**src/rtl/xgriscv_mem_arbiter.sv**
```systemverilog
// Purpose : share one single-port memory between the fetch (I) and memory-stage (D) ports of xgriscv.
// Latency : grant in IDLE, mem_req from the next cycle, completion on mem_ack (min 2 cycles, 1 IDLE gap).
// Backpr. : requesters hold *_req until *_valid/d_err; *_stall tells the hazard unit to freeze the stage.
//
// Ports
//   clk, rstn            clock; asynchronous reset, active HIGH (rstn = 1 means in reset)
//   i_req/i_addr/i_flush fetch request, address, discard of the outstanding/pending fetch
//   i_rdata/i_valid      fetched word and its 1-cycle completion pulse; i_stall = i_req & ~i_valid
//   d_req/d_we/d_addr/d_wdata/d_be   data request (load/store)
//   d_rdata/d_valid/d_err            load data, completion pulse, timeout pulse; d_stall = d_req & ~d_valid
//   mem_req/mem_we/mem_addr/mem_wdata/mem_be   registered request towards the memory
//   mem_ack/mem_rdata    memory completion pulse and read data (valid with mem_ack)
module xgriscv_mem_arbiter #(
    parameter int ADDR_W     = 32,
    parameter int DATA_W     = 32,
    parameter int STARVE_MAX = 4,
    parameter int TIMEOUT    = 255
) (
    input  logic              clk,
    input  logic              rstn,
    // fetch port
    input  logic              i_req,
    input  logic [ADDR_W-1:0] i_addr,
    input  logic              i_flush,
    output logic [DATA_W-1:0] i_rdata,
    output logic              i_valid,
    output logic              i_stall,
    // data port
    input  logic              d_req,
    input  logic              d_we,
    input  logic [ADDR_W-1:0] d_addr,
    input  logic [DATA_W-1:0] d_wdata,
    input  logic [3:0]        d_be,
    output logic [DATA_W-1:0] d_rdata,
    output logic              d_valid,
    output logic              d_stall,
    output logic              d_err,
    // memory side
    output logic              mem_req,
    output logic              mem_we,
    output logic [ADDR_W-1:0] mem_addr,
    output logic [DATA_W-1:0] mem_wdata,
    output logic [3:0]        mem_be,
    input  logic              mem_ack,
    input  logic [DATA_W-1:0] mem_rdata
);

    localparam int SW = $clog2(STARVE_MAX + 1);
    localparam logic [SW-1:0] STREAK_MAX = SW'(STARVE_MAX);
    // Abort happens in the BUSY cycle in which the counter would reach TIMEOUT.
    localparam logic [7:0]    TMO_LAST   = 8'(TIMEOUT - 1);

    typedef enum logic [1:0] {
        IDLE,
        BUSY_I,
        BUSY_D
    } state_t;

    state_t        state;
    logic [SW-1:0] streak;   // consecutive D grants while I was waiting
    logic [7:0]    tmo;      // BUSY cycles elapsed without mem_ack
    logic          drop;     // current fetch was flushed; swallow its completion

    logic grant_d;
    logic grant_i;
    logic tmo_hit;

    // Data wins unless it has already beaten a waiting fetch STARVE_MAX times in a row.
    assign grant_d = (state == IDLE) && d_req && (!i_req || (streak < STREAK_MAX));
    assign grant_i = (state == IDLE) && !grant_d && i_req && !i_flush;
    assign tmo_hit = !mem_ack && (tmo == TMO_LAST);

    // Completion is combinational on mem_ack; read data is a straight pass-through.
    // A flush arriving in the ack cycle itself also kills the fetch result.
    assign i_valid = (state == BUSY_I) && mem_ack && !drop && !i_flush;
    assign d_valid = (state == BUSY_D) && mem_ack;
    assign d_err   = (state == BUSY_D) && tmo_hit;
    assign i_rdata = mem_rdata;
    assign d_rdata = mem_rdata;

    // Stalls are forced low while reset is applied, independent of the requesters.
    assign i_stall = !rstn && i_req && !i_valid;
    assign d_stall = !rstn && d_req && !d_valid;

    always_ff @(posedge clk or posedge rstn) begin
        if (rstn) begin
            state     <= IDLE;
            mem_req   <= 1'b0;
            mem_we    <= 1'b0;
            mem_addr  <= '0;
            mem_wdata <= '0;
            mem_be    <= 4'h0;
            streak    <= '0;
            tmo       <= 8'h00;
            drop      <= 1'b0;
        end else begin
            case (state)
                IDLE: begin
                    // mem_ack seen here belongs to no access (e.g. after an abort) and is ignored.
                    if (grant_d) begin
                        state     <= BUSY_D;
                        mem_req   <= 1'b1;
                        mem_we    <= d_we;
                        mem_addr  <= d_addr;
                        mem_wdata <= d_wdata;
                        mem_be    <= d_be;
                        tmo       <= 8'h00;
                        if (!i_req) begin
                            streak <= '0;
                        end else if (streak != STREAK_MAX) begin
                            streak <= streak + SW'(1);
                        end
                    end else if (grant_i) begin
                        state     <= BUSY_I;
                        mem_req   <= 1'b1;
                        mem_we    <= 1'b0;
                        mem_addr  <= i_addr;
                        mem_wdata <= '0;
                        mem_be    <= 4'hF;
                        tmo       <= 8'h00;
                        streak    <= '0;
                    end
                end
                BUSY_I, BUSY_D: begin
                    if (mem_ack || tmo_hit) begin
                        // Done or aborted; an aborted fetch is retried because i_req stays high.
                        state   <= IDLE;
                        mem_req <= 1'b0;
                        drop    <= 1'b0;
                        tmo     <= 8'h00;
                    end else begin
                        tmo <= tmo + 8'h01;
                        if ((state == BUSY_I) && i_flush) begin
                            drop <= 1'b1;
                        end
                    end
                end
                default: begin
                    state   <= IDLE;
                    mem_req <= 1'b0;
                    drop    <= 1'b0;
                end
            endcase
        end
    end

endmodule

```
**config.mk**
```make
export PLATFORM = sky130hd
export DESIGN_NAME = xgriscv_mem_arbiter
export DESIGN_NICKNAME = d
export VERILOG_FILES = /design/src/rtl/xgriscv_mem_arbiter.sv
export SDC_FILE = /design/constraint.sdc
export NUM_CORES = 1
export LEC_CHECK = 0
export ABC_AREA = 1
export BUFFER_PORTS_ARGS = -buffer_cell sky130_fd_sc_hd__buf_2
export CAP_MARGIN = 20
export CORE_ASPECT_RATIO = 0.8
export CORE_UTILIZATION = 40
export DETAILED_ROUTE_END_ITERATION = 7
export GPL_TIMING_DRIVEN = 0
export HOLD_SLACK_MARGIN = 0.15
export PLACE_DENSITY_LB_ADDON = 0.08
export REMOVE_ABC_BUFFERS = 1
export SLEW_MARGIN = 0
export SYNTH_ARGS = -nofsm -noshare
export SYNTH_HDL_FRONTEND = slang
export SYNTH_SLANG_ARGS = --single-unit
export TNS_END_PERCENT = 50
```
**constraint.sdc**
```tcl
create_clock -name clk -period 3.1 [get_ports clk]
set_input_delay 0.31 -clock clk [delete_from_list [all_inputs] [get_ports clk]]
set_output_delay 0.31 -clock clk [all_outputs]
set_load 0.1 [all_outputs]
```
# After elaboration in Yosys (flattened, before gate mapping)
# Index checks and enable logic that the tools add are counted.
# totals
reg_bits	84
in_bits	139
out_inout_bits	139
word_cells	83
# op_classes
n_addsub	2
order_cmp	1
n_eq_ne	8
mux	27
bitwise_logic	1
n_reduce_logical	35
# ops
operator	n
32-bit two-way mux	4
8-bit two-way mux	3
1-bit logical AND	16
8-bit case mux with 2 select lines	1
3-bit two-way mux	4
3-bit != test, second input constant	3
8-bit by 1-bit adder with 8-bit output, second input constant	1
8-bit equality test, second input constant	1
1-bit zero test	8
4-bit two-way mux	2
2-bit AND reduction	4
1-bit two-way mux	7
2-bit two-way mux	3
1-bit case mux with 2 select lines	2
2-bit case mux with 2 select lines	1
2-bit nonzero test	2
3-bit by 1-bit adder with 3-bit output, second input constant	1
3-bit < comparator, second input constant	1
3-bit by 2-bit != test with 1-bit output, second input constant	1
3-bit AND reduction	1
2-bit by 1-bit equality test with 1-bit output, second input constant	1
2-bit equality test, second input constant	1
2-bit zero test	1
1-bit logical OR	2
other kinds (3)	3

# Logic depth before layout (Yosys ltp)
# Gate-level depths: netlist (run 1).
# logic_depth
depth_word	10
mapped_depth	11
depth_no_buf	11

# Worst setup path before layout (run 1)
# No wires, ideal clock.
# synth_timing
path_kind	register -> output
startpoint	reg state[1]
endpoint	out i_stall
t_arrival_ns	5.191
t_required_ns	2.790
slack_ns	-2.401
path_stages_with_launch	6
n_path_buf	0
path_cell_list	dfrtp_1 inv_1 ha_1 inv_1 nor4_1 nor2_1
# synth_between
elab_chain_cells	6
# synth_lines
item	line_no	text
from (decl)	59	state_t state;
from (signal assigned)	87	state <= IDLE;
from (signal assigned)	101	state <= BUSY_D;
from (signal assigned)	114	state <= BUSY_I;
2-bit by 1-bit equality test with 1-bit output	75	assign i_valid = (state == BUSY_I) && mem_ack && !drop && !i_flush;
1-bit logical AND (3 in series)	75	
named net i_valid	26	output logic i_valid,
1-bit zero test	82	assign i_stall = !rstn && i_req && !i_valid;
1-bit logical AND	82	
to (decl)	27	output logic i_stall,
# The timed path passes the listed nets, and every way through them passes these cells.

# Final worst setup path (run 1)
# layout_timing
startpoint	reg state[0]
endpoint	reg tmo[6]
# layout_between
elab_chain_cells	9
elab_cells_between_ends	15
cone_classes	eq/ne (3); mux (2); reduce/logical (10)
# layout_lines
item	line_no	text
2-bit zero test	69, 70, 97	
1-bit logical AND (2 in series)	69	assign grant_d = (state == IDLE) && d_req && (!i_req || (streak < STREAK_MAX));
1-bit zero test	70	assign grant_i = (state == IDLE) && !grant_d && i_req && !i_flush;
1-bit logical AND (3 in series)	70	
3-bit != test (no line)	-	
2-bit AND reduction (no line)	-	
to (signal assigned)	132	tmo <= tmo + 8'h01;
to (decl)	61	logic [7:0] tmo;
# Parallel ways exist; a longest one is shown, timed or not.
# A chain may end at the register's enable or synchronous reset.

==> results of run 1 <==
## synthesized netlist by cell type
library cell / n / share of area [%]
buf_2: 7 / 0.84
a22o_1: 33 / 6.9
nor4_1: 1 / 0.15
dfrtp_1: 84 / 50
nand3_1: 10 / 1.2
inv_2: 1 / 0.090
inv_6: 1 / 0.21
nand3_2: 1 / 0.24
nand4_1: 2 / 0.30
o21ai_0: 2 / 0.24
nand2_2: 2 / 0.30
nor2_1: 47 / 4.2
a31oi_1: 32 / 4.8
nand2_1: 106 / 9.5
inv_1: 20 / 1.8
a2bb2oi_1: 1 / 0.21
a21oi_1: 5 / 0.60
buf_6: 8 / 2.2
o22a_1: 4 / 0.84
o21ai_1: 2 / 0.24
nor3_1: 2 / 0.24
ha_1: 7 / 2.1
buf_4: 71 / 13
## placed cells by master, fill, tap and decap left out
| master | instances |
|---|---|
| buf_12 | 1 |
| inv_4 | 2 |
| nand3_1 | 10 |
| nand2_2 | 1 |
| a22o_1 | 33 |
| o22a_1 | 4 |
| nand2_1 | 106 |
| buf_16 | 1 |
| inv_6 | 1 |
| bufinv_16 | 2 |
| a31oi_1 | 32 |
| ha_1 | 7 |
| clkinvlp_4 | 1 |
| clkbuf_8 | 1 |
| nor3_1 | 2 |
| nand4_1 | 2 |
| nand3_2 | 1 |
| clkbuf_1 | 2 |
| dlygate4sd3_1 | 1 |
| a21oi_1 | 5 |
| nor2_1 | 47 |
| inv_1 | 19 |
| o21ai_1 | 2 |
| nand2_4 | 1 |
| buf_2 | 181 |
| dfrtp_1 | 84 |
| clkbuf_16 | 9 |
| clkinv_2 | 1 |
| nor4_1 | 1 |
| o21ai_0 | 2 |
| a2bb2oi_1 | 1 |
## kinds of logic after synthesis
| family | Yosys count | share of synthesized area [%] |
|---|---|---|
| adder cells (fa/ha/maj) | 7 | 2.09 |
| AO/OA/AOI/OAI | 79 | 13.8 |
| buffers and inverters | 108 | 17.8 |
| flip-flops | 84 | 50.2 |
| AND/OR/NAND/NOR | 171 | 16.1 |
## critical path, delay by kind of cell (launching register included)
kind | cells | cell delay (ns)
adders and majority gates | 1 | 0.25
DFF | 1 | 0.38
buffers and inverters | 2 | 0.11
and+or+nand+nor | 6 | 1.79
## per-stage QoR
stage	TNS (ns)	cell area [um2]
2_1_floorplan	-3.87	3530
3_5_place_dp	0	4660
5_1_grt	0	5000
6_report	0	5000
4_1_cts	0	4990
3_3_place_gp	-71.26	4610
## sequential cells by signal (all words and copies together), names as in the netlist
signal,cells
mem_be,4
mem_wdata,32
drop,1
tmo,8
mem_addr,32
streak,3
mem_req,1
state,2
mem_we,1
## worst paths after layout
path	to	startpoint	slack (ns)	depth (start not counted)
worst max-delay path	tmo[6]$_DFFE_PP0P_	state[0]$_DFFE_PP0P_	0.49	9
worst min-delay path	mem_wdata[31]$_DFFE_PP0P_	d_wdata[31]	0.20	2
worst max register to register	tmo[6]$_DFFE_PP0P_	state[0]$_DFFE_PP0P_	0.49	9
worst min register to register	mem_req$_DFFE_PP0P_	mem_req$_DFFE_PP0P_	0.49	2
max in group asynchronous	state[0]$_DFFE_PP0P_	rstn	1.97	4
min in group asynchronous	mem_addr[3]$_DFFE_PP0P_	rstn	0.53	3
## layout make-up
class                   count  area share (%)
repair buffers            184            19.3
clock buffers              12            4.93
clock inverters             4            1.45
flip-flops and latches     84            42.1
inverters                  22            1.85
multi-input cells         257            26.9
well taps                 140            3.50
## what timing repair did
item | in CTS | in global routing
hold buffers | 1 | 0
endpoints found under the setup margin | 0 | 37
gates resized for setup | 0 | 3
endpoints found under the hold margin | 26 | 0
## metal layers
metal,global-route usage (%),part of all wire [%],wire length (um),up-vias
li1,-,-,-,1642
met1,29.9,45,5600,1656
met4,5.66,0.79,97,4
met2,27.8,38,4650,228
met5,10.8,0.83,103,-
met3,16.7,15,1890,11
==> impl_metrics.json, run 1 <==
{
  "outcome": "finished, final reports clean",
  "slew_headroom_pct": 43.5,
  "drv_cap": 0,
  "cts_made_buffers": 9,
  "htreeDepth": 3,
  "path_max_fanout": 39,
  "cp_slowest_cell": "nand2_2",
  "syn_to_final_growth_pct": 19.3,
  "pin_count": 278,
  "critPathLaunchType": "flip-flop",
  "vias": 3541,
  "path_class": "reg2reg",
  "dp.cells": 686,
  "routed_wl_um": 12300,
  "rows": 33,
  "drc_errors": 0,
  "finalCriticalPeriod_ns": 2.61,
  "utilization_pct": 49.0,
  "cpPeakStageDelay_ns": 0.60,
  "clock_latency_ns": 0.33,
  "cts_tree": "done",
  "setup_viol": 0,
  "drtPass1Iterations": 4,
  "end_kind": "flip-flop",
  "drive_above_1_share_pct": 36.1,
  "ys_types": 23,
  "grt_max_degree": 71,
  "crit_chain": "inv_1 -> ha_1 -> nand2_1 -> inv_1 -> nand2_2 -> nand3_1 -> nand2_1 -> nand2_1 -> nor2_1",
  "first_iter_violations": 206,
  "drv_slew": 0,
  "core_area_um2": 10200,
  "die_w_um": 116,
  "die_y_um": 93.5,
  "grtUsageTotal_pct": 22.7,
  "grt_pass1_vias": 3123,
  "synthCells": 449,
  "pre_cts_ws_ns": 0.0124,
  "tightest_slew_ns": 0.844,
  "hp-class": "in2reg",
  "clkSlewWorstSetupHoldPaths_ns": 0.06,
  "clock_sinks": 84,
  "fin_ws_ns": 0.493,
  "crit_top_cell": "nand2_1",
  "worstPathArrival_ns": 2.87,
  "grt_pass1_wl_um": 17800,
  "fin_hold_ws_ns": 0.198,
  "antenna_found_initial": 0,
  "die_area_um2": 10900,
  "seq_area_um2": 2100,
  "clock_path_buffers": 2,
  "yosysSeqAreaShare_pct": 50.2,
  "wire_per_inst_um": 17.5,
  "ys_warn_count": 0,
  "ys_ff_latch": 84,
  "fin_cells": 703,
  "cp.required_ns": 3.36,
  "viasPerCell": 5.04,
  "ant_nets": 0,
  "fillers": 1009,
  "place_hpwl_um": 8680,
  "nets": 704,
  "avgSynthCellArea_um2": 9.33,
  "gr-total-overflow": 0,
  "root_buffer": "clkbuf_16",
  "gp_congestion": 0.798,
  "final_hold_viol_count": 0,
  "rsz0062_at_grt": "no",
  "fmax_mhz": 384,
  "synth_area_um2": 4190,
  "fin_skew_ns": 0.00421,
  "initial_core_util_pct": 41.1,
  "port_buffers": 181,
  "n_antenna_cell": 0,
  "post-cts-setup-buffers": 0,
  "multi_input_area_um2": 1350,
  "period_share_pct": 84.1
}
Power of run 1 is left out: the tool's default activity adds up to more than one toggle a clock period on the data nets, which glitch-free logic cannot reach.
==> run 2, diff against run 1 <==
==> constraint.sdc (replaced) <==
create_clock -name clk -period 2.6 [get_ports clk]
set_input_delay 0.26 -clock clk [delete_from_list [all_inputs] [get_ports clk]]
set_output_delay 0.26 -clock clk [all_outputs]
set_load 0.1 [all_outputs]
==> impl_metrics.json, run 2 (synthesis results as in run 1) <==
{
  "initial_core_util_pct": 41.1,
  "die_area_um2": 10900,
  "grt_max_degree": 71,
  "cp.required_ns": 2.34,
  "root_buffer": "clkbuf_16",
  "final_cell_mix": "buf_2, nand2_1, dfrtp_1, nor2_1",
  "fin_skew_ns": 0.00574,
  "die_w_um": 116,
  "cp_slowest_cell": "dlygate4sd3_1",
  "cpPeakStageDelay_ns": 0.54,
  "cts_made_buffers": 9,
  "critPathLaunchType": "primary input",
  "slew_headroom_pct": 64.7,
  "first_iter_violations": 192,
  "wire_per_inst_um": 17.3,
  "drtPass1Iterations": 4,
  "top_layer": "met5",
  "core_area_um2": 10200,
  "grtUsageTotal_pct": 23.4,
  "dr_wl_met2_um": 4860,
  "layout_commonest_cell": "buf_2",
  "clkSlewWorstSetupHoldPaths_ns": 0.06,
  "pin_count": 278,
  "vias": 3683,
  "seq_area_um2": 2100,
  "gp_congestion": 0.798,
  "nets": 736,
  "rows": 33,
  "cts_tree": "done",
  "dp.cells": 686,
  "gr-total-overflow": 0,
  "finalCriticalPeriod_ns": 2.37,
  "final_hold_viol_count": 0,
  "dr_wl_met3_um": 1960,
  "fillers": 975,
  "fin_cells": 735,
  "crit_chain": "dlygate4sd3_1 -> buf_2 -> inv_4 -> buf_16 -> nand2_1 -> nor2_1 -> clkbuf_4",
  "clock_sinks": 84,
  "clock_latency_ns": 0.33,
  "hp-class": "in2reg",
  "syn_to_final_growth_pct": 27.3,
  "place_hpwl_um": 8680,
  "routed_wl_um": 12700,
  "path_max_fanout": 60,
  "reg.largest.list": "mem_addr (32), mem_wdata (32), tmo (8)",
  "crit_family": "buffers and inverters",
  "path_buf_inv": 5,
  "setup_viol": 0,
  "antenna_found_initial": 0,
  "ant_nets": 0,
  "port_buffers": 181,
  "drive_above_1_share_pct": 34.1,
  "n_antenna_cell": 0,
  "viasPerCell": 5.01,
  "tightest_slew_ns": 0.530,
  "end_kind": "output port",
  "htreeDepth": 3,
  "grt_pass1_wl_um": 18500,
  "wl_met1_um": 5690,
  "setup_tns_ns": 0,
  "die_y_um": 93.5,
  "drv_cap": 0,
  "path_class": "in2out",
  "grt_pass1_vias": 3322,
  "period_share_pct": 91.0,
  "worstPathArrival_ns": 2.11,
  "fmax_mhz": 423,
  "drc_errors": 0,
  "outcome": "finished, final reports clean",
  "rsz0062_at_grt": "no",
  "multi_input_area_um2": 1350,
  "drv_slew": 0,
  "clock_path_buffers": 2
}
run 2: changes by cell type in the layout (fill, tap and decap cells not counted):
cell	delta
buf_2	-2
clkbuf_4	+2
dlygate4sd3_1	+32
inv_4	-1
inv_6	+1
nand2_2	-1
nand2_4	+1
run 2: worst register-to-register path, delay by kind of cell, from the launching register on:
family        cells  cell delay, ns
simple gates      6            1.43
flops             1            0.38
buf+inv           2            0.13
fa+ha+maj         1            0.25
run 2: metrics by stage:
stage	setup WS, ns	instance area, um2	hold WS, ns	utilization (%)
finish	0.233	5330	0.167	52.3
global route	0.00776	5330	0.152	52.3
detailed placement	-0.488	4660	0.274	45.7
global placement	-1.27	4610	0.452	45.2
floorplan	-2.85	3530	0.400	-
CTS	0.0742	5310	0.151	52.1
run 2: final timing paths:
path | depth (start not counted) | from | slack (ns) | endpoint
setup / recovery | 7 | rstn | 0.23 | i_stall
hold / removal | 2 | d_wdata[0] | 0.17 | mem_wdata[0]$_DFFE_PP0P_
setup reg to reg | 9 | state[0]$_DFFE_PP0P_ | 0.35 | tmo[6]$_DFFE_PP0P_
hold reg to reg | 1 | mem_be[0]$_DFFE_PP0P_ | 0.50 | mem_be[0]$_DFFE_PP0P_
max in group asynchronous | 4 | rstn | 1.52 | tmo[6]$_DFFE_PP0P_
min in group asynchronous | 3 | rstn | 0.48 | mem_addr[16]$_DFFE_PP0P_
run 2: layout make-up:
| cell class | instances | area share, % |
|---|---|---|
| clock inverter | 4 | 1.36 |
| sequential | 84 | 39.4 |
| multi-input combinational | 257 | 25.3 |
| timing repair buffer | 216 | 24.2 |
| clock buffer | 12 | 4.62 |
| tap | 140 | 3.29 |
| inverter | 22 | 1.78 |
run 2: metal layers:
layer  global-route usage, %  up-vias
met5                    10.8        -
met2                    29.2      239
met1                    31.0     1724
met4                    5.66        4
met3                    16.5       13
li1                        -     1703
run 2: repair_timing:
action / CTS / global route
hold buffers: 32 / 1
hold endpoints to repair: 57 / 1
resized for setup: 2 / 4
setup endpoints to repair: 69 / 5
buffers inserted: 0 / 0
Power of run 2 is left out for the same reason.
==> run 3, diff against run 2 <==
--- a/config.mk
+++ b/config.mk
@@ -5,17 +5,16 @@
 export SDC_FILE = /design/constraint.sdc
 export NUM_CORES = 1
 export LEC_CHECK = 0
-export ABC_AREA = 1
+export ABC_AREA = 0
 export BUFFER_PORTS_ARGS = -buffer_cell sky130_fd_sc_hd__buf_2
 export CAP_MARGIN = 20
 export CORE_ASPECT_RATIO = 0.8
 export CORE_UTILIZATION = 40
 export DETAILED_ROUTE_END_ITERATION = 7
-export GPL_TIMING_DRIVEN = 0
 export HOLD_SLACK_MARGIN = 0.15
 export PLACE_DENSITY_LB_ADDON = 0.08
 export REMOVE_ABC_BUFFERS = 1
-export SLEW_MARGIN = 0
+export SLEW_MARGIN = 20
 export SYNTH_ARGS = -nofsm -noshare
 export SYNTH_HDL_FRONTEND = slang
 export SYNTH_SLANG_ARGS = --single-unit
==> impl_metrics.json, run 3 <==
{
  "drv_cap": 0,
  "period_share_pct": 83.4,
  "synth_area_um2": 4190,
  "grt_max_degree": 59,
  "crit_family": "buffers and inverters",
  "first_iter_violations": 171,
  "hp-class": "in2reg",
  "vias": 3279,
  "hold_path_depth": 2,
  "finalCriticalPeriod_ns": 2.17,
  "final_cell_mix": "buf_2, dfrtp_1, a22o_1, nand2_1, mux2i_1",
  "reg.largest.list": "mem_addr (32), mem_wdata (32), tmo (8)",
  "r2r_setup_slack_ns": 0.64,
  "gr-total-overflow": 0,
  "yosysSeqAreaShare_pct": 50.1,
  "gp_congestion": 0.766,
  "synth_top_area_cell": "dfrtp_1",
  "setup_viol": 0,
  "cts_tree": "done",
  "post-cts-setup-buffers": 0,
  "grt_pass1_vias": 3105,
  "critPathLaunchType": "flip-flop",
  "drc_errors": 0,
  "path_class": "reg2out",
  "r2r_cells": 6,
  "drv_slew": 0,
  "fin_skew_ns": 0.00967,
  "initial_core_util_pct": 40.9,
  "cp_slowest_cell": "buf_2",
  "rows": 33,
  "die_y_um": 93.6,
  "drtPass1Iterations": 4,
  "clock_latency_ns": 0.34,
  "worstPathArrival_ns": 1.91,
  "root_buffer": "clkbuf_16",
  "syn_to_final_growth_pct": 24.8,
  "fmax_mhz": 461,
  "nets": 662,
  "port_buffers": 181,
  "synthCells": 379,
  "core_area_um2": 10200,
  "stdcell_area_um2": 5230,
  "wire_per_inst_um": 17.7,
  "synth.most_common_cell": "dfrtp_1",
  "drive_above_1_share_pct": 41.1,
  "path_buf_inv": 2,
  "synth_top_area_share_pct": 50.1,
  "avgSynthCellArea_um2": 11.1,
  "path_max_fanout": 4,
  "clock_path_buffers": 2,
  "synth_edf_count": 0,
  "netlist_top_cells_area": "dfrtp_1, buf_4, a22o_1, mux2i_1, nand2_1",
  "min_to": "mem_wdata[5]$_DFFE_PP0P_",
  "die_w_um": 116,
  "layout_commonest_cell": "buf_2",
  "ant_nets": 0,
  "place_hpwl_um": 8540,
  "n_antenna_cell": 0,
  "ys_ff_latch": 84,
  "outcome": "finished, final reports clean",
  "grtUsageTotal_pct": 22.0,
  "htreeDepth": 3,
  "place_area_um2": 4740,
  "viasPerCell": 4.96,
  "rsz0062_at_grt": "no",
  "antenna_found_initial": 0,
  "synthFlopType": "dfrtp_1",
  "r2r-end": "tmo[6]$_DFFE_PP0P_",
  "tightest_slew_ns": 0.574,
  "clock_sinks": 84,
  "pin_count": 278,
  "ys_warn_count": 0,
  "slew_headroom_pct": 61.7,
  "worstHoldStart": "d_wdata[5]",
  "routed_wl_um": 11700,
  "fillers": 989,
  "ys_types": 44,
  "die_area_um2": 10900,
  "clkSlewWorstSetupHoldPaths_ns": 0.06,
  "cpPeakStageDelay_ns": 0.48,
  "cts_made_buffers": 9,
  "final_hold_viol_count": 0,
  "cp.required_ns": 2.34,
  "reg2reg_from": "state[0]$_DFFE_PP0P_",
  "ys_top_cells_by_count": "dfrtp_1, buf_4, a22o_1, nand2_1, mux2i_1",
  "async_flop_share_pct": 100,
  "crit_chain": "inv_1 -> ha_1 -> nand4_1 -> nor3b_1 -> buf_2",
  "end_kind": "output port",
  "grt_pass1_wl_um": 17400
}
run 3: layout make-up:
type                    instances  area, um2  area share (%)
clock buffers                  12        267            5.09
clock inverters                 4       22.5           0.430
inverters                       9       35.0           0.670
multi-input cells             204       1460            27.9
flip-flops and latches         84       2100            40.2
well taps                     140        175            3.35
repair buffers                208       1170            22.4
run 3: layer usage:
| metal | vias up | share of wire (%) | GRT usage (%) |
|---|---|---|---|
| li1 | 1544 | - | - |
| met1 | 1501 | 45 | 29.3 |
| met2 | 216 | 38 | 26.8 |
| met3 | 14 | 15 | 15.4 |
| met4 | 4 | 1.1 | 5.98 |
| met5 | - | 0.91 | 10.3 |
run 3: what timing repair did:
action,4_1_cts,5_1_grt
hold buffers,20,0
endpoints found under the setup margin,0,0
hold endpoints to repair,43,0
resized for setup,0,0
run 3: logic make-up (layout without fill, tap and decap cells):
| logic type | count (synthesis) | count (layout) | synth area share (%) |
|---|---|---|---|
| and+or+nand+nor | 65 | 65 | 7.49 |
| buffers and inverters | 91 | 233 | 15.2 |
| DFF | 84 | 84 | 50.1 |
| AOI/OAI and AO/OA | 99 | 99 | 17.2 |
| adders and majority gates | 7 | 7 | 2.09 |
| muxes | 33 | 33 | 7.91 |
run 3: worst max-delay path by stage:
stage | cells past startpoint | to | from | slack [ns]
finish | 5 | d_err | tmo[0]$_DFFE_PP0P_ | 0.43
global route | 5 | d_err | tmo[0]$_DFFE_PP0P_ | 0.32
CTS | 5 | d_err | tmo[0]$_DFFE_PP0P_ | 0.41
detailed placement | 6 | tmo[6]$_DFFE_PP0P_ | state[0]$_DFFE_PP0P_ | 0.66
global placement | 6 | tmo[6]$_DFFE_PP0P_ | state[0]$_DFFE_PP0P_ | 0.71
floorplan | 4 | i_stall | state[1]$_DFFE_PP0P_ | -2.98
run 3: per-stage QoR:
step / setup TNS (ns) / std cells / setup WS (ns) / util [%] / hold slack (ns)
CTS: 0 / 661 / 0.411 / 51.1 / 0.150
global placement: 0 / 625 / 0.714 / 46.3 / 0.321
detailed placement: 0 / 625 / 0.656 / 46.3 / 0.327
finish: 0 / 661 / 0.431 / 51.1 / 0.162
global route: 0 / 661 / 0.317 / 51.1 / 0.150
floorplan: -45.94 / 297 / -2.98 / - / 0.400
run 3: worst register-to-register path: cells and delay by family (launching register included):
family	cells	cell delay (ns)
buffers and inverters	2	0.24
adder cells (fa/ha/maj)	1	0.32
flip-flops	1	0.39
AO/OA/AOI/OAI	2	0.67
AND/OR/NAND/NOR	1	0.22
Power of run 3 is left out for the same reason.
